==> config.mk <==
export PLATFORM = sky130hd
export DESIGN_NAME = rom_port_arbiter
export DESIGN_NICKNAME = d
export VERILOG_FILES = /design/src/rtl/rom_arb_pkg.sv /design/src/rtl/rom_word_cache.sv /design/src/rtl/rom_port_arbiter.sv
export SDC_FILE = /design/constraint.sdc
export NUM_CORES = 1
export LEC_CHECK = 0
export CAP_MARGIN = 20
export CORE_ASPECT_RATIO = 1.25
export CORE_MARGIN = 3
export CORE_UTILIZATION = 52
export CTS_CLUSTER_DIAMETER = 100
export DETAILED_ROUTE_END_ITERATION = 12
export PLACE_DENSITY = 0.83
export SLEW_MARGIN = 5
export SYNTH_ARGS = -nofsm -noshare
export SYNTH_HDL_FRONTEND = slang
export SYNTH_SLANG_ARGS = --single-unit
export TNS_END_PERCENT = 10
==> constraint.sdc <==
create_clock -name clock_48 -period 8.2 [get_ports clock_48]
set_clock_uncertainty 0.15 [all_clocks]
set_input_delay 0.82 -clock clock_48 [delete_from_list [all_inputs] [get_ports clock_48]]
set_output_delay 0.82 -clock clock_48 [all_outputs]
set_load 0.05 [all_outputs]
==> src/rtl/rom_arb_pkg.sv <==
// Shared types and widths for the ROM/CPU/GFX SDRAM port arbiter.
package rom_arb_pkg;

    localparam int WA = 23;
    localparam int WD = 16;

    typedef enum logic [1:0] {SYNC, IDLE, WAIT, RESP} state_t;
    typedef enum logic [1:0] {GNT_DL, GNT_CPU, GNT_GFX} grant_t;

    function automatic logic [7:0] byte_sel(input logic [WD-1:0] w, input logic hi);
        return hi ? w[15:8] : w[7:0];
    endfunction

endpackage

==> src/rtl/rom_word_cache.sv <==
// One-word read cache for CPU byte fetches; invalidate wins over a same-cycle fill.
module rom_word_cache
    import rom_arb_pkg::*;
(
    input  logic          clk,
    input  logic          rst,
    input  logic          fill,
    input  logic          inval,
    input  logic [14:0]   fill_tag,
    input  logic [WD-1:0] fill_data,
    input  logic [14:0]   look_tag,
    output logic          hit,
    output logic [WD-1:0] data
);

    logic          valid_q, valid_d;
    logic [14:0]   tag_q, tag_d;
    logic [WD-1:0] data_q, data_d;

    always_comb begin
        valid_d = valid_q;
        tag_d   = tag_q;
        data_d  = data_q;
        if (fill) begin
            valid_d = 1'b1;
            tag_d   = fill_tag;
            data_d  = fill_data;
        end
        if (inval) valid_d = 1'b0;
    end

    always_ff @(posedge clk or posedge rst) begin
        if (rst) begin
            valid_q <= 1'b0;
            tag_q   <= '0;
            data_q  <= '0;
        end else begin
            valid_q <= valid_d;
            tag_q   <= tag_d;
            data_q  <= data_d;
        end
    end

    assign hit  = valid_q && (tag_q == look_tag);
    assign data = data_q;

endmodule

==> src/rtl/rom_port_arbiter.sv <==
// Arbitrates ROM download writes, CPU byte reads and GFX word reads onto one
// toggle-handshake SDRAM port. Ack/data are registered before use by the FSM.
module rom_port_arbiter
    import rom_arb_pkg::*;
#(
    parameter logic [WA-1:0] CPU_BASE = 23'h000000,
    parameter logic [WA-1:0] GFX_BASE = 23'h008000
) (
    input  logic          clock_48,
    input  logic          reset,
    input  logic          dl_active,
    input  logic          dl_wr,
    input  logic [23:0]   dl_addr,
    input  logic [7:0]    dl_data,
    output logic          dl_overrun,
    input  logic          cpu_req,
    input  logic [15:0]   cpu_addr,
    output logic [7:0]    cpu_dout,
    output logic          cpu_valid,
    input  logic          gfx_req,
    input  logic [15:0]   gfx_addr,
    output logic [WD-1:0] gfx_dout,
    output logic          gfx_valid,
    output logic          port_req,
    input  logic          port_ack,
    output logic [WA-1:0] port_a,
    output logic [1:0]    port_ds,
    output logic          port_we,
    output logic [WD-1:0] port_d,
    input  logic [WD-1:0] port_q,
    output logic          busy
);

    state_t        state_q, state_d;
    grant_t        grant_q, grant_d, sel, rsp_grant;
    logic          issue, readers_ok, sync_ok;
    logic          ack_q, dl_active_q;
    logic [WD-1:0] q_q, rsp_word;

    logic          dl_pend_q, dl_pend_d, cpu_pend_q, cpu_pend_d, gfx_pend_q, gfx_pend_d;
    logic [23:0]   dl_addr_q, dl_addr_d;
    logic [7:0]    dl_data_q, dl_data_d;
    logic [15:0]   cpu_addr_q, cpu_addr_d, gfx_addr_q, gfx_addr_d;
    logic          dl_overrun_q, dl_overrun_d, last_grant_q, last_grant_d;
    logic          clr_dl, clr_cpu, clr_gfx;

    logic          port_req_q, port_req_d, port_we_q, port_we_d;
    logic [WA-1:0] port_a_q, port_a_d;
    logic [1:0]    port_ds_q, port_ds_d;
    logic [WD-1:0] port_d_q, port_d_d;
    logic [7:0]    cpu_dout_q, cpu_dout_d;
    logic          cpu_valid_q, cpu_valid_d, gfx_valid_q, gfx_valid_d, busy_q, busy_d;
    logic [WD-1:0] gfx_dout_q, gfx_dout_d;

    logic          cache_fill, cache_inval, cache_hit;
    logic [WD-1:0] cache_data;

    rom_word_cache u_cache (
        .clk       (clock_48),
        .rst       (reset),
        .fill      (cache_fill),
        .inval     (cache_inval),
        .fill_tag  (cpu_addr_q[15:1]),
        .fill_data (q_q),
        .look_tag  (cpu_addr_q[15:1]),
        .hit       (cache_hit),
        .data      (cache_data)
    );

    // Readers are held for one extra cycle after dl_active falls so the
    // falling-edge invalidate lands before any hit check.
    assign readers_ok = !dl_active && !dl_active_q;
    assign sync_ok    = (ack_q == port_req_q);

    always_comb begin
        dl_pend_d    = dl_pend_q & ~clr_dl;
        cpu_pend_d   = cpu_pend_q & ~clr_cpu;
        gfx_pend_d   = gfx_pend_q & ~clr_gfx;
        dl_addr_d    = dl_addr_q;
        dl_data_d    = dl_data_q;
        cpu_addr_d   = cpu_addr_q;
        gfx_addr_d   = gfx_addr_q;
        dl_overrun_d = dl_overrun_q;
        if (dl_wr) begin
            if (dl_pend_q) begin
                dl_overrun_d = 1'b1;
            end else begin
                dl_pend_d = 1'b1;
                dl_addr_d = dl_addr;
                dl_data_d = dl_data;
            end
        end
        if (cpu_req && !cpu_pend_q) begin
            cpu_pend_d = 1'b1;
            cpu_addr_d = cpu_addr;
        end
        if (gfx_req && !gfx_pend_q) begin
            gfx_pend_d = 1'b1;
            gfx_addr_d = gfx_addr;
        end
    end

    always_comb begin
        sel   = GNT_DL;
        issue = 1'b0;
        if (dl_pend_q) begin
            sel   = GNT_DL;
            issue = 1'b1;
        end else if (readers_ok && cpu_pend_q && gfx_pend_q) begin
            sel   = last_grant_q ? GNT_CPU : GNT_GFX;
            issue = 1'b1;
        end else if (readers_ok && cpu_pend_q) begin
            sel   = GNT_CPU;
            issue = 1'b1;
        end else if (readers_ok && gfx_pend_q) begin
            sel   = GNT_GFX;
            issue = 1'b1;
        end

        state_d = state_q;
        case (state_q)
            SYNC: if (sync_ok) state_d = IDLE;
            // A stray ack (e.g. from an access cut short by reset) sends us back to SYNC.
            IDLE: begin
                if (!sync_ok)   state_d = SYNC;
                else if (issue) state_d = (sel == GNT_CPU && cache_hit) ? RESP : WAIT;
            end
            WAIT: if (sync_ok) state_d = RESP;
            RESP: state_d = IDLE;
            default: state_d = SYNC;
        endcase
    end

    always_comb begin
        grant_d      = grant_q;
        port_req_d   = port_req_q;
        port_a_d     = port_a_q;
        port_ds_d    = port_ds_q;
        port_we_d    = port_we_q;
        port_d_d     = port_d_q;
        cpu_dout_d   = cpu_dout_q;
        cpu_valid_d  = 1'b0;
        gfx_dout_d   = gfx_dout_q;
        gfx_valid_d  = 1'b0;
        last_grant_d = last_grant_q;
        clr_dl       = 1'b0;
        clr_cpu      = 1'b0;
        clr_gfx      = 1'b0;
        cache_fill   = 1'b0;
        cache_inval  = dl_active_q & ~dl_active;
        busy_d       = (state_d != IDLE);
        rsp_grant    = (state_q == IDLE) ? sel : grant_q;
        rsp_word     = (state_q == IDLE) ? cache_data : q_q;

        if (state_q == IDLE && (state_d == WAIT || state_d == RESP)) grant_d = sel;

        if (state_q == IDLE && state_d == WAIT) begin
            port_req_d = ~port_req_q;
            case (sel)
                GNT_DL: begin
                    port_a_d    = dl_addr_q[23:1];
                    port_ds_d   = {dl_addr_q[0], ~dl_addr_q[0]};
                    port_d_d    = {dl_data_q, dl_data_q};
                    port_we_d   = 1'b1;
                    cache_inval = 1'b1;
                end
                GNT_CPU: begin
                    port_a_d  = CPU_BASE + {8'd0, cpu_addr_q[15:1]};
                    port_ds_d = 2'b11;
                    port_we_d = 1'b0;
                end
                GNT_GFX: begin
                    port_a_d  = GFX_BASE + {7'd0, gfx_addr_q};
                    port_ds_d = 2'b11;
                    port_we_d = 1'b0;
                end
                default: ;
            endcase
        end

        // Results are registered on RESP entry so they are visible during RESP.
        if (state_d == RESP) begin
            case (rsp_grant)
                GNT_DL: clr_dl = 1'b1;
                GNT_CPU: begin
                    clr_cpu      = 1'b1;
                    cpu_valid_d  = 1'b1;
                    cpu_dout_d   = byte_sel(rsp_word, cpu_addr_q[0]);
                    cache_fill   = (state_q == WAIT);
                    last_grant_d = 1'b0;
                end
                GNT_GFX: begin
                    clr_gfx      = 1'b1;
                    gfx_valid_d  = 1'b1;
                    gfx_dout_d   = rsp_word;
                    last_grant_d = 1'b1;
                end
                default: ;
            endcase
        end
    end

    always_ff @(posedge clock_48 or posedge reset) begin
        if (reset) begin
            state_q      <= SYNC;
            grant_q      <= GNT_DL;
            ack_q        <= 1'b0;
            q_q          <= '0;
            dl_active_q  <= 1'b0;
            dl_pend_q    <= 1'b0;
            cpu_pend_q   <= 1'b0;
            gfx_pend_q   <= 1'b0;
            dl_addr_q    <= '0;
            dl_data_q    <= '0;
            cpu_addr_q   <= '0;
            gfx_addr_q   <= '0;
            dl_overrun_q <= 1'b0;
            last_grant_q <= 1'b0;
            port_req_q   <= 1'b0;
            port_a_q     <= '0;
            port_ds_q    <= '0;
            port_we_q    <= 1'b0;
            port_d_q     <= '0;
            cpu_dout_q   <= '0;
            cpu_valid_q  <= 1'b0;
            gfx_dout_q   <= '0;
            gfx_valid_q  <= 1'b0;
            busy_q       <= 1'b0;
        end else begin
            state_q      <= state_d;
            grant_q      <= grant_d;
            ack_q        <= port_ack;
            q_q          <= port_q;
            dl_active_q  <= dl_active;
            dl_pend_q    <= dl_pend_d;
            cpu_pend_q   <= cpu_pend_d;
            gfx_pend_q   <= gfx_pend_d;
            dl_addr_q    <= dl_addr_d;
            dl_data_q    <= dl_data_d;
            cpu_addr_q   <= cpu_addr_d;
            gfx_addr_q   <= gfx_addr_d;
            dl_overrun_q <= dl_overrun_d;
            last_grant_q <= last_grant_d;
            port_req_q   <= port_req_d;
            port_a_q     <= port_a_d;
            port_ds_q    <= port_ds_d;
            port_we_q    <= port_we_d;
            port_d_q     <= port_d_d;
            cpu_dout_q   <= cpu_dout_d;
            cpu_valid_q  <= cpu_valid_d;
            gfx_dout_q   <= gfx_dout_d;
            gfx_valid_q  <= gfx_valid_d;
            busy_q       <= busy_d;
        end
    end

    assign dl_overrun = dl_overrun_q;
    assign cpu_dout   = cpu_dout_q;
    assign cpu_valid  = cpu_valid_q;
    assign gfx_dout   = gfx_dout_q;
    assign gfx_valid  = gfx_valid_q;
    assign port_req   = port_req_q;
    assign port_a     = port_a_q;
    assign port_ds    = port_ds_q;
    assign port_we    = port_we_q;
    assign port_d     = port_d_q;
    assign busy       = busy_q;

endmodule

==> results of run 1 <==
==> cell families after synthesis <==
family,Yosys count,synth area share [%]
AOI/OAI and AO/OA,49,4.332
xor gates and xnor gates,16,1.790
adders and majority gates,7,1.119
buffers and inverters,50,2.989
DFF,185,59.14
muxes,177,25.77
and+or+nand+nor,63,4.859
==> placed cells by master, fill, tap and decap left out, drive strengths merged, types with 4 or more instances in the layout <==
master / instances
o21ai: 4
ha: 7
nor2: 21
clkbuf: 20
clkinv: 7
nand2: 12
nor2b: 9
clkdlybuf4s50: 157
mux2: 175
a22oi: 15
xor2: 16
nand3: 4
nor4: 4
a21oi: 20
buf: 6
dfrtp: 185
inv: 15
==> registers in the layout (all words and copies together), names as in the netlist, 2 cells and up <==
name,cells
port_ds,2
cpu_addr_q,16
state_q,2
dl_data_q,8
u_cache.tag_q,15
port_d,8
cpu_dout,8
u_cache.data,16
grant_q,2
gfx_addr_q,16
gfx_dout,16
dl_addr_q,24
port_a,23
q_q,16
==> through the flow <==
stage / instances / hold WS, ns / power [mW] / util (%) / instance area [µm²]
floorplan: 547 / 0.2874 / 2.495 / - / 7828
global placement: 851 / 0.2950 / 2.895 / 65.04 / 9490
detailed placement: 851 / 0.3052 / 2.956 / 65.04 / 9490
CTS: 883 / 0.3237 / 3.740 / 68.86 / 10050
global route: 884 / 0.3329 / 3.886 / 68.96 / 10060
finish: 884 / 0.3194 / 3.701 / 68.96 / 10060
==> routing by layer <==
layer	share of wire [%]	wire length (µm)	vias to the layer above	GRT usage, %
li1	-	-	2196	-
met4	1.7	274	0	6.720
met2	52	8652	129	35.67
met1	40	6690	2402	25.57
met3	5.7	951	16	5.680
met5	0	0	-	0
==> layout make-up <==
cell class	count	area (µm²)	share of cell area [%]
Sequential cell	185	4629	46.01
Clock buffer	20	456.7	4.539
Clock inverter	12	100.1	0.9948
Inverter	14	57.56	0.5720
Tap cell	178	222.7	2.213
Multi-Input combinational cell	312	2972	29.53
Timing Repair Buffer	163	1624	16.14
==> power breakdown <==
group / internal [mW] / leakage (nW) / switching [mW]
registers: 1.21 / 2.31 / 0.212
clock network: 0.432 / 0.272 / 0.339
logic: 0.656 / 1.91 / 0.850
==> final timing paths <==
path | startpoint | end
setup / recovery | dl_active | cpu_dout[4]
hold reg to reg | dl_overrun | dl_overrun
hold / removal | dl_overrun | dl_overrun
setup reg to reg | dl_pend_q | cpu_dout[4]
min in group asynchronous | reset | cpu_addr_q[14]
max in group asynchronous | reset | gfx_addr_q[12]
==> impl_table.tex, run 1 <==
\begin{tabular}{lr}
\hline
Metric & Value \\
\hline
\multicolumn{2}{l}{\textbf{Floorplanning}} \\
Die Footprint & roughly 17,000 µm² \\
Overall die height & between 100 and 150 µm \\
Area of the placeable core & about 15,000 µm² \\
Cell row count & 49 \\
Ports & about 160 \\
Initial Utilization & a little over half \\
Chip width & 115.7 µm \\
\multicolumn{2}{l}{\textbf{Min path}} \\
Type of the tightest min-delay check & reg2reg \\
Number of cells on the worst hold path & 1 \\
\multicolumn{2}{l}{\textbf{Timing}} \\
Number of setup violations in the final report & 0 \\
Normalized max-slew margin & approximately 27\% \\
Minimum setup slack in the final design & roughly 4.2 ns \\
Number of hold violations in the final report & 0 \\
Final Max Tran Viols & 0 \\
Fin crit share & approximately half \\
Crit path time final & roughly 4 ns \\
Max Clk Rate & roughly 0.25 GHz \\
Total negative setup slack & 0 ns \\
Setup repair after global routing missed its margin & no \\
Actual transition at the worst max-transition pin & around 1.1 ns \\
\multicolumn{2}{l}{\textbf{Clocking}} \\
Number of buffers inserted by hold repair at cts & 0 \\
Post-CTS Setup Bufs & 0 \\
Insertion delay to the later sink of the worst-skew pair & between 0.4 and 0.5 ns \\
Clock tree buffer depth & 2 \\
Post-CTS clock slew at the launch and capture registers of the worst setup and hold paths & 0.07 ns \\
Number of clock sinks & $\sim$190 \\
CTS tree & yes \\
Deepest level of the CTS H-tree & 4 \\
Number of buffers added by the clock tree synthesis step & 17 \\
Clk Tree Root Cell & clkbuf\_16 \\
Post-cts repair resize count & 0 \\
\multicolumn{2}{l}{\textbf{Logic synthesis}} \\
Per-instance average area after synthesis & roughly 14 µm² \\
Fraction of registers with async set/reset & 100.0\% \\
Synth Register Bits & roughly 190 \\
Post-synth top area cell & dfrtp\_1 \\
Post-Syn Nets & 641 \\
Share of the synthesized area in the top cell type & a little under 60\% \\
Proportion of synthesized chip area in sequential cells & 59.14\% \\
Cell with the most instances after synthesis & dfrtp\_1 \\
Area of the mapped netlist & between 7000 and 8000 µm² \\
Largest cells by area after synthesis & dfrtp\_1 59\%, mux2\_2 24\%, xor2\_1 1.8\%, a22oi\_1 1.4\%, mux2\_4 1.3\% \\
Synth warnings & 0 \\
Commonest cells post-synth & 185 x dfrtp\_1, 168 x mux2\_2, 21 x nor2\_1 \\
Yosys cell types & 37 \\
Gate count of the mapped netlist & 547 \\
Count of flip-flops with a built-in enable after synthesis & 0 \\
Primary FF master, synth & dfrtp\_1 \\
\multicolumn{2}{l}{\textbf{Route}} \\
First-pass detailed-route iteration total & 4 \\
Number of vias after detailed routing & 4,743 \\
\# DRC & 0 \\
Number of DRC markers after the initial detailed-route iteration & 283 \\
Number of nets with antenna violations after detailed routing & 0 \\
Routed wire length & between 15 and 20 mm \\
Drt wl/cell & between 15 and 20 µm \\
Via density & approximately 5.4 \\
\multicolumn{2}{l}{\textbf{Critical path}} \\
Worst-path fanout max & 16 \\
Element type at the critical path end & flop \\
Required time worst endpoint & between 8 and 9 ns \\
Type of the setup path with the least slack & in2reg \\
Register-to-Register Setup Slack & between 4 and 5 ns \\
Crit-path cells & clkdlybuf4s50\_1 -> nor3\_1 -> nand3\_1 -> inv\_1 -> ha\_1 -> nand2\_1 -> nor4\_4 -> nand4\_4 -> a211oi\_4 -> mux2\_2 \\
Crit-path leading delay family & simple AND/OR/NAND/NOR gates \\
Startpoint kind of the worst setup timing path & input port \\
Reg2Reg Depth & 9 \\
Arrival time at the worst endpoint & roughly 4.2 ns \\
Max incr delay on CP & approximately 0.64 ns \\
Number of gates on the worst path with buffers counted & 10 \\
Critical-path top delay cell & a211oi\_4 \\
Buffers plus inverters on the worst setup path & 2 \\
\multicolumn{2}{l}{\textbf{Power and ir drop}} \\
Static Leakage & about 4.5 nW \\
Peak supply drop & 0.1715 mV \\
Total power per unit cell area & roughly 370 nW/µm² \\
\multicolumn{2}{l}{\textbf{Final layout}} \\
Total of fill cells in the finished design & 1,032 \\
Ant diodes & 0 \\
Fraction of final layout cells sized beyond drive strength 1 & roughly a third \\
Fin nets & a little under 800 \\
Area added between synthesis and finish & 28.55\% \\
\multicolumn{2}{l}{\textbf{Global routing}} \\
Vias in the first global route & about 5,000 \\
Pin count of the biggest net entering global routing & between 100 and 150 \\
Antenna violations before repair & 0 \\
Global-route wire length before repair & 26.35 mm \\
Total track usage & around a fifth \\
Total global routing overflow & 0 \\
\multicolumn{2}{l}{\textbf{Placement}} \\
HPWL after DPL & 11.63 mm \\
Routability Congestion & 0.8029 \\
Pre-CTS worst setup slack & 3.370 ns \\
Quantity of I/O buffers inserted on ports & $\sim$160 \\
\multicolumn{2}{l}{\textbf{Run status}} \\
Result of the run & complete, no violations \\
\multicolumn{2}{l}{\textbf{Run}} \\
Total of max-cap violations & 0 \\
\hline
\end{tabular}
Note: power is estimated with default switching activity, not from simulation.
==> inputs of run 2 (changes only) <==
==> constraint.sdc (replaced) <==
create_clock -name clock_48 -period 4.2 [get_ports clock_48]
set_clock_uncertainty 0.15 [all_clocks]
set_input_delay 0.42 -clock clock_48 [delete_from_list [all_inputs] [get_ports clock_48]]
set_output_delay 0.42 -clock clock_48 [all_outputs]
set_load 0.05 [all_outputs]
==> run 2 against run 1 <==
  * Non-clock buffer count increased by 2
  * Utilization grew 0.33 points
  * Cell area grew 0.48%
  * Via count grew 1.1%
  * Register-to-register slack worse by 3.5 ns
  * Worst hold slack worse by 0.038 ns
  * Largest cell class unchanged
  * Die area unchanged
  * Clock power increased by 110%
==> impl_table.tex, run 2 (synthesized netlist as in run 1, its figures left out) <==
\begin{tabular}{lr}
\hline
Metric & Value \\
\hline
\multicolumn{2}{l}{\textbf{Global routing}} \\
Global-route wire length before repair & 26.85 mm (+1.9\%) \\
Total track usage & 21.09\% (+0.29 points) \\
Pin count of the biggest net entering global routing & 186 (+74\%) \\
Vias in the first global route & 5,255 (+2.8\%) \\
Total global routing overflow & 0 (unchanged) \\
Antenna violations before repair & 0 (unchanged) \\
\multicolumn{2}{l}{\textbf{Clocking}} \\
Number of clock sinks & 185 (unchanged) \\
Post-CTS Setup Bufs & 0 (unchanged) \\
Number of buffers inserted by hold repair at cts & 0 (unchanged) \\
Clock tree buffer depth & 2 (unchanged) \\
Number of buffers added by the clock tree synthesis step & 17 (unchanged) \\
Deepest level of the CTS H-tree & 4 (unchanged) \\
CTS tree & yes \\
Post-cts repair resize count & 0 (unchanged) \\
Insertion delay to the later sink of the worst-skew pair & 0.42 ns (about the same) \\
Post-CTS clock slew at the launch and capture registers of the worst setup and hold paths & 0.07 ns (about the same) \\
Clk Tree Root Cell & clkbuf\_16 \\
\multicolumn{2}{l}{\textbf{Placement}} \\
Pre-CTS worst setup slack & 0.5946 ns (-2.776 ns) \\
Routability Congestion & 0.8146 (+1.5\%) \\
HPWL after DPL & 11.48 mm (-1.3\%) \\
Quantity of I/O buffers inserted on ports & 157 (unchanged) \\
\multicolumn{2}{l}{\textbf{Timing}} \\
Crit path time final & $\sim$3.2 ns \\
Number of hold violations in the final report & 0 (unchanged) \\
Max Clk Rate & between 0.3 and 0.4 GHz \\
Final Max Tran Viols & 0 (unchanged) \\
Actual transition at the worst max-transition pin & 1.045 ns (-0.04603 ns) \\
Normalized max-slew margin & 30.35\% (+3.1 points) \\
Total negative setup slack & 0 ns (unchanged) \\
Setup repair after global routing missed its margin & no \\
Minimum setup slack in the final design & 0.9671 ns (-3.184 ns) \\
Number of setup violations in the final report & 0 (unchanged) \\
Fin crit share & 76.97\% \\
\multicolumn{2}{l}{\textbf{Run}} \\
Total of max-cap violations & 0 (unchanged) \\
\multicolumn{2}{l}{\textbf{Final layout}} \\
Number of flip-flops in the largest register & 24 (unchanged) \\
Fraction of final layout cells sized beyond drive strength 1 & 31.36\% (-0.23 points) \\
Area added between synthesis and finish & 29.17\% \\
Core utilization of the finished layout & 69.29\% (+0.33 points) \\
Fin nets & 789 (+0.25\%) \\
Most common cell after layout, fill and taps aside & dfrtp\_1 \\
Ant diodes & 0 (unchanged) \\
Biggest register & dl\_addr\_q \\
Commonest cells after routing, fill and taps aside & 185 x dfrtp\_1, 168 x mux2\_2, 157 x clkdlybuf4s50\_1, 21 x nor2\_1, 20 x a21oi\_1 \\
\multicolumn{2}{l}{\textbf{Floorplanning}} \\
Chip width & 115.7 µm (unchanged) \\
Ports & 158 (unchanged) \\
Overall die height & 143.2 µm (unchanged) \\
Die Footprint & 16,570 µm² (unchanged) \\
Area of the placeable core & 14,590 µm² (unchanged) \\
Initial Utilization & 53.64\% (unchanged) \\
Cell row count & 49 (unchanged) \\
\multicolumn{2}{l}{\textbf{Critical path}} \\
Startpoint kind of the worst setup timing path & flop \\
Required time worst endpoint & 4.35 ns (-4.01 ns) \\
Type of the setup path with the least slack & reg2reg \\
Worst-path fanout max & 10 (-6) \\
Element type at the critical path end & flop \\
Arrival time at the worst endpoint & 3.39 ns (-0.82 ns) \\
Register-to-Register Setup Slack & 0.97 ns (-3.51 ns) \\
\multicolumn{2}{l}{\textbf{Route}} \\
\# DRC & 0 (unchanged) \\
Number of DRC markers after the initial detailed-route iteration & 273 (-3.5\%) \\
First-pass detailed-route iteration total & 4 (unchanged) \\
Via density & 5.413 (+0.89\%) \\
Routed wire length & 16.65 mm (+0.47\%) \\
Drt wl/cell & 18.79 µm (+0.24\%) \\
Number of vias after detailed routing & 4,796 (+1.1\%) \\
Number of nets with antenna violations after detailed routing & 0 (unchanged) \\
\multicolumn{2}{l}{\textbf{Power and ir drop}} \\
Total power per unit cell area & 725.8 nW/µm² (+97\%) \\
Static Leakage & 4.513 nW (+0.41\%) \\
Peak supply drop & 0.3646 mV (+110\%) \\
Total design power & 7.338 mW (+98\%) \\
\multicolumn{2}{l}{\textbf{Run status}} \\
Result of the run & complete, no violations \\
\multicolumn{2}{l}{\textbf{Min path}} \\
Type of the tightest min-delay check & in2reg \\
\hline
\end{tabular}
[run 2: layout make-up]
type                            count  area, µm²
Clock buffer                       21      440.4
Clock inverter                     11      146.4
Fill cell                        1001       4481
Inverter                           14      56.30
Multi-Input combinational cell    312       2972
Sequential cell                   185       4629
Tap cell                          178      222.7
Timing Repair Buffer              165       1644
[run 2: report_power, final]
part | switching, mW | total [mW] | internal (mW)
Combinational | 1.67 | 2.96 | 1.29
Sequential | 0.414 | 2.78 | 2.37
Clock | 0.662 | 1.60 | 0.938
[run 2: critical path, cell delays in order, from the launching register on]
cell	delay, ns
dfrtp_1	0.47
nor3_1	0.28
nand3_1	0.20
inv_1	0.15
ha_1	0.19
nand2_1	0.09
nor4_4	0.31
nand4_4	0.23
a211oi_4	0.63
mux2_2	0.41
[run 2: worst paths after layout]
path / from / to / depth (start not counted)
setup / recovery: dl_pend_q / cpu_dout[2] / 9
hold reg to reg: ack_q / port_req / 1
hold / removal: port_q[15] / q_q[15] / 1
setup reg to reg: dl_pend_q / cpu_dout[2] / 9
max in group asynchronous: reset / u_cache.data[5] / 3
min in group asynchronous: reset / cpu_addr_q[14] / 3
[run 2: per-stage QoR]
| stage | area [µm²] | hold slack (ns) | cells |
|---|---|---|---|
| 2_1_floorplan | 7831 | 0.2874 | 547 |
| 3_3_place_gp | 9524 | 0.2942 | 854 |
| 3_5_place_dp | 9524 | 0.3188 | 854 |
| 4_1_cts | 10110 | 0.2657 | 886 |
| 5_1_grt | 10110 | 0.2633 | 886 |
| 6_report | 10110 | 0.2816 | 886 |
[run 2: layer usage]
metal / global-route usage (%) / up-vias / share of wire (%)
met5: 0 / - / 0
met3: 5.850 / 14 / 5.4
met4: 5.803 / 0 / 1.3
met1: 25.43 / 2460 / 40
met2: 37.13 / 119 / 53
li1: - / 2203 / -
==> inputs of run 3 (changes only) <==
==> constraint.sdc (replaced) <==
create_clock -name clock_48 -period 3.33 [get_ports clock_48]
set_clock_uncertainty 0.15 [all_clocks]
set_input_delay 0.333 -clock clock_48 [delete_from_list [all_inputs] [get_ports clock_48]]
set_output_delay 0.333 -clock clock_48 [all_outputs]
set_load 0.05 [all_outputs]
==> run 3 against run 2 <==
  * Cell count up 0.68%
  * Utilization is 0.99 points higher
  * Sequential cell count unchanged
  * Clock power increased by 38%
  * Power grew 30%
  * Combinational power up 28%
  * Register-to-register slack lost 0.52 ns
  * Fmax grew 12%
  * Largest power group unchanged
==> impl_table.tex, run 3 (synthesized netlist as in run 1, its figures left out) <==
\begin{tabular}{lr}
\hline
Metric & Value \\
\hline
\multicolumn{2}{l}{\textbf{Power and ir drop}} \\
Total power per unit cell area & 927.5 nW/µm² (+28\%) \\
Peak supply drop & 0.4850 mV (+33\%) \\
Static Leakage & 4.585 nW (+1.6\%) \\
Total design power & 9.511 mW (+30\%) \\
\multicolumn{2}{l}{\textbf{Critical path}} \\
Max incr delay on CP & 0.68 ns (+0.05 ns) \\
Type of the setup path with the least slack & reg2reg \\
Critical path origin & dl\_pend\_q \\
Crit-path cells & nor3\_1 -> nand3\_1 -> o21ai\_0 -> inv\_1 -> ha\_1 -> nand2\_1 -> or2\_2 -> mux2\_2 \\
Arrival time at the worst endpoint & 3.05 ns (-0.34 ns) \\
Required time worst endpoint & 3.50 ns (-0.85 ns) \\
R2r startpoint & dl\_pend\_q \\
Worst-path fanout max & 32 (+22) \\
Startpoint kind of the worst setup timing path & flop \\
Critical-path top delay cell & or2\_2 \\
Element type at the critical path end & flop \\
\multicolumn{2}{l}{\textbf{Timing}} \\
Max Clk Rate & 0.3467 GHz (+12\%) \\
Fin crit share & 86.63\% (+9.7 points) \\
Actual transition at the worst max-transition pin & 0.8186 ns (-0.2262 ns) \\
Total negative setup slack & 0 ns (unchanged) \\
Number of hold violations in the final report & 0 (unchanged) \\
Crit path time final & 2.885 ns (-0.3482 ns) \\
Setup repair after global routing missed its margin & no \\
Normalized max-slew margin & 45.43\% (+15 points) \\
Number of setup violations in the final report & 0 (unchanged) \\
Final Max Tran Viols & 0 (unchanged) \\
\multicolumn{2}{l}{\textbf{Final layout}} \\
Area added between synthesis and finish & 31.01\% \\
Ant diodes & 0 (unchanged) \\
Number of flip-flops in the largest register & 24 (unchanged) \\
Fraction of final layout cells sized beyond drive strength 1 & 32.35\% (+1.0 points) \\
Biggest register & dl\_addr\_q \\
Fin nets & 795 (+0.76\%) \\
Most common cell after layout, fill and taps aside & dfrtp\_1 \\
Commonest cells after routing, fill and taps aside & 185 x dfrtp\_1, 168 x mux2\_2, 157 x clkdlybuf4s50\_1, 21 x nor2\_1, 20 x a21oi\_1 \\
\multicolumn{2}{l}{\textbf{Placement}} \\
Routability Congestion & 0.7935 (-2.6\%) \\
HPWL after DPL & 11.92 mm (+3.8\%) \\
Quantity of I/O buffers inserted on ports & 157 (unchanged) \\
\multicolumn{2}{l}{\textbf{Route}} \\
Drt wl/cell & 19.30 µm (+2.8\%) \\
Via density & 5.419 (+0.11\%) \\
First-pass detailed-route iteration total & 5 (+1) \\
Number of DRC markers after the initial detailed-route iteration & 185 (-32\%) \\
Routed wire length & 17.22 mm (+3.4\%) \\
\# DRC & 0 (unchanged) \\
Number of nets with antenna violations after detailed routing & 0 (unchanged) \\
Number of vias after detailed routing & 4,834 (+0.79\%) \\
\multicolumn{2}{l}{\textbf{Clocking}} \\
Deepest level of the CTS H-tree & 4 (unchanged) \\
CTS tree & yes \\
Number of clock sinks & 185 (unchanged) \\
Post-CTS Setup Bufs & 0 (unchanged) \\
Post-cts repair resize count & 0 (unchanged) \\
Number of buffers inserted by hold repair at cts & 0 (unchanged) \\
Clk Tree Root Cell & clkbuf\_16 \\
Post-CTS clock slew at the launch and capture registers of the worst setup and hold paths & 0.07 ns (about the same) \\
Insertion delay to the later sink of the worst-skew pair & 0.43 ns (about the same) \\
Number of buffers added by the clock tree synthesis step & 17 (unchanged) \\
Clock tree buffer depth & 2 (unchanged) \\
\multicolumn{2}{l}{\textbf{Floorplanning}} \\
Overall die height & 143.2 µm (unchanged) \\
Cell row count & 49 (unchanged) \\
Initial Utilization & 53.64\% (unchanged) \\
Die Footprint & 16,570 µm² (unchanged) \\
Ports & 158 (unchanged) \\
Area of the placeable core & 14,590 µm² (unchanged) \\
Chip width & 115.7 µm (unchanged) \\
\multicolumn{2}{l}{\textbf{Global routing}} \\
Global-route met1 utilization & 26.56\% (+1.1 points) \\
Met2 track demand over resource in global routing & 37.62\% (+0.49 points) \\
Routing usage on met3 & 5.468\% (-0.38 points) \\
Vias in the first global route & 5,345 (+1.7\%) \\
Antenna violations before repair & 0 (unchanged) \\
Total track usage & 21.62\% (+0.53 points) \\
Global-route wire length before repair & 27.45 mm (+2.2\%) \\
Layer with the highest usage & met2 \\
Pin count of the biggest net entering global routing & 96 (-48\%) \\
Total global routing overflow & 0 (unchanged) \\
\multicolumn{2}{l}{\textbf{Run status}} \\
Result of the run & complete, no violations \\
\multicolumn{2}{l}{\textbf{Run}} \\
Total of max-cap violations & 0 (unchanged) \\
\multicolumn{2}{l}{\textbf{Min path}} \\
Type of the tightest min-delay check & in2async \\
\hline
\end{tabular}
==> run 3: worst max-delay path, delay by kind of cell (launching register included) <==
kind	cells	cell delay (ns)
buf+inv	1	0.10
flops	1	0.40
fa+ha+maj	1	0.19
simple gates	4	1.24
mux	1	0.42
compound gates	1	0.26
==> run 3: routing by layer <==
layer,wire (µm),vias up
li1,-,2229
met1,6949,2469
met2,9233,120
met3,867,16
met4,170,0
met5,0,-
==> run 3: layout make-up <==
class | count | area (µm²)
Sequential cell | 185 | 4629
Clock inverter | 14 | 219.0
Multi-Input combinational cell | 312 | 2972
Tap cell | 178 | 222.7
Clock buffer | 18 | 429.2
Inverter | 14 | 56.30
Timing Repair Buffer | 171 | 1727
Fill cell | 1002 | 4337
==> run 3: final timing paths <==
path,to,slack [ns],cells past startpoint
max,u_cache.data[14],0.45,8
min,cpu_addr_q[14],0.14,2
max reg2reg,u_cache.data[14],0.45,8
min reg2reg,port_req,0.33,1
max in group asynchronous,dl_addr_q[18],2.05,3
min in group clock_48,q_q[11],0.18,1
==> run 3: report_power, final <==
group	switching (mW)	internal (mW)	total [mW]
clock	0.870	1.34	2.21
sequential	0.516	2.98	3.50
combinational	2.15	1.65	3.80
total	3.53	5.98	9.51
==> run 3: through the flow <==
stage,setup WS (ns),instance area (µm²),hold WS [ns],util (%),std cells
after global placement,0.1853,9607,0.2930,65.84,860
after floorplan,0.2998,7831,0.2144,-,547
after detailed placement,0.05641,9607,0.3161,65.84,860
final,0.4453,10250,0.1419,70.28,892
after global routing,0.2577,10250,0.1608,70.28,892
after CTS,0.4349,10250,0.1413,70.28,892
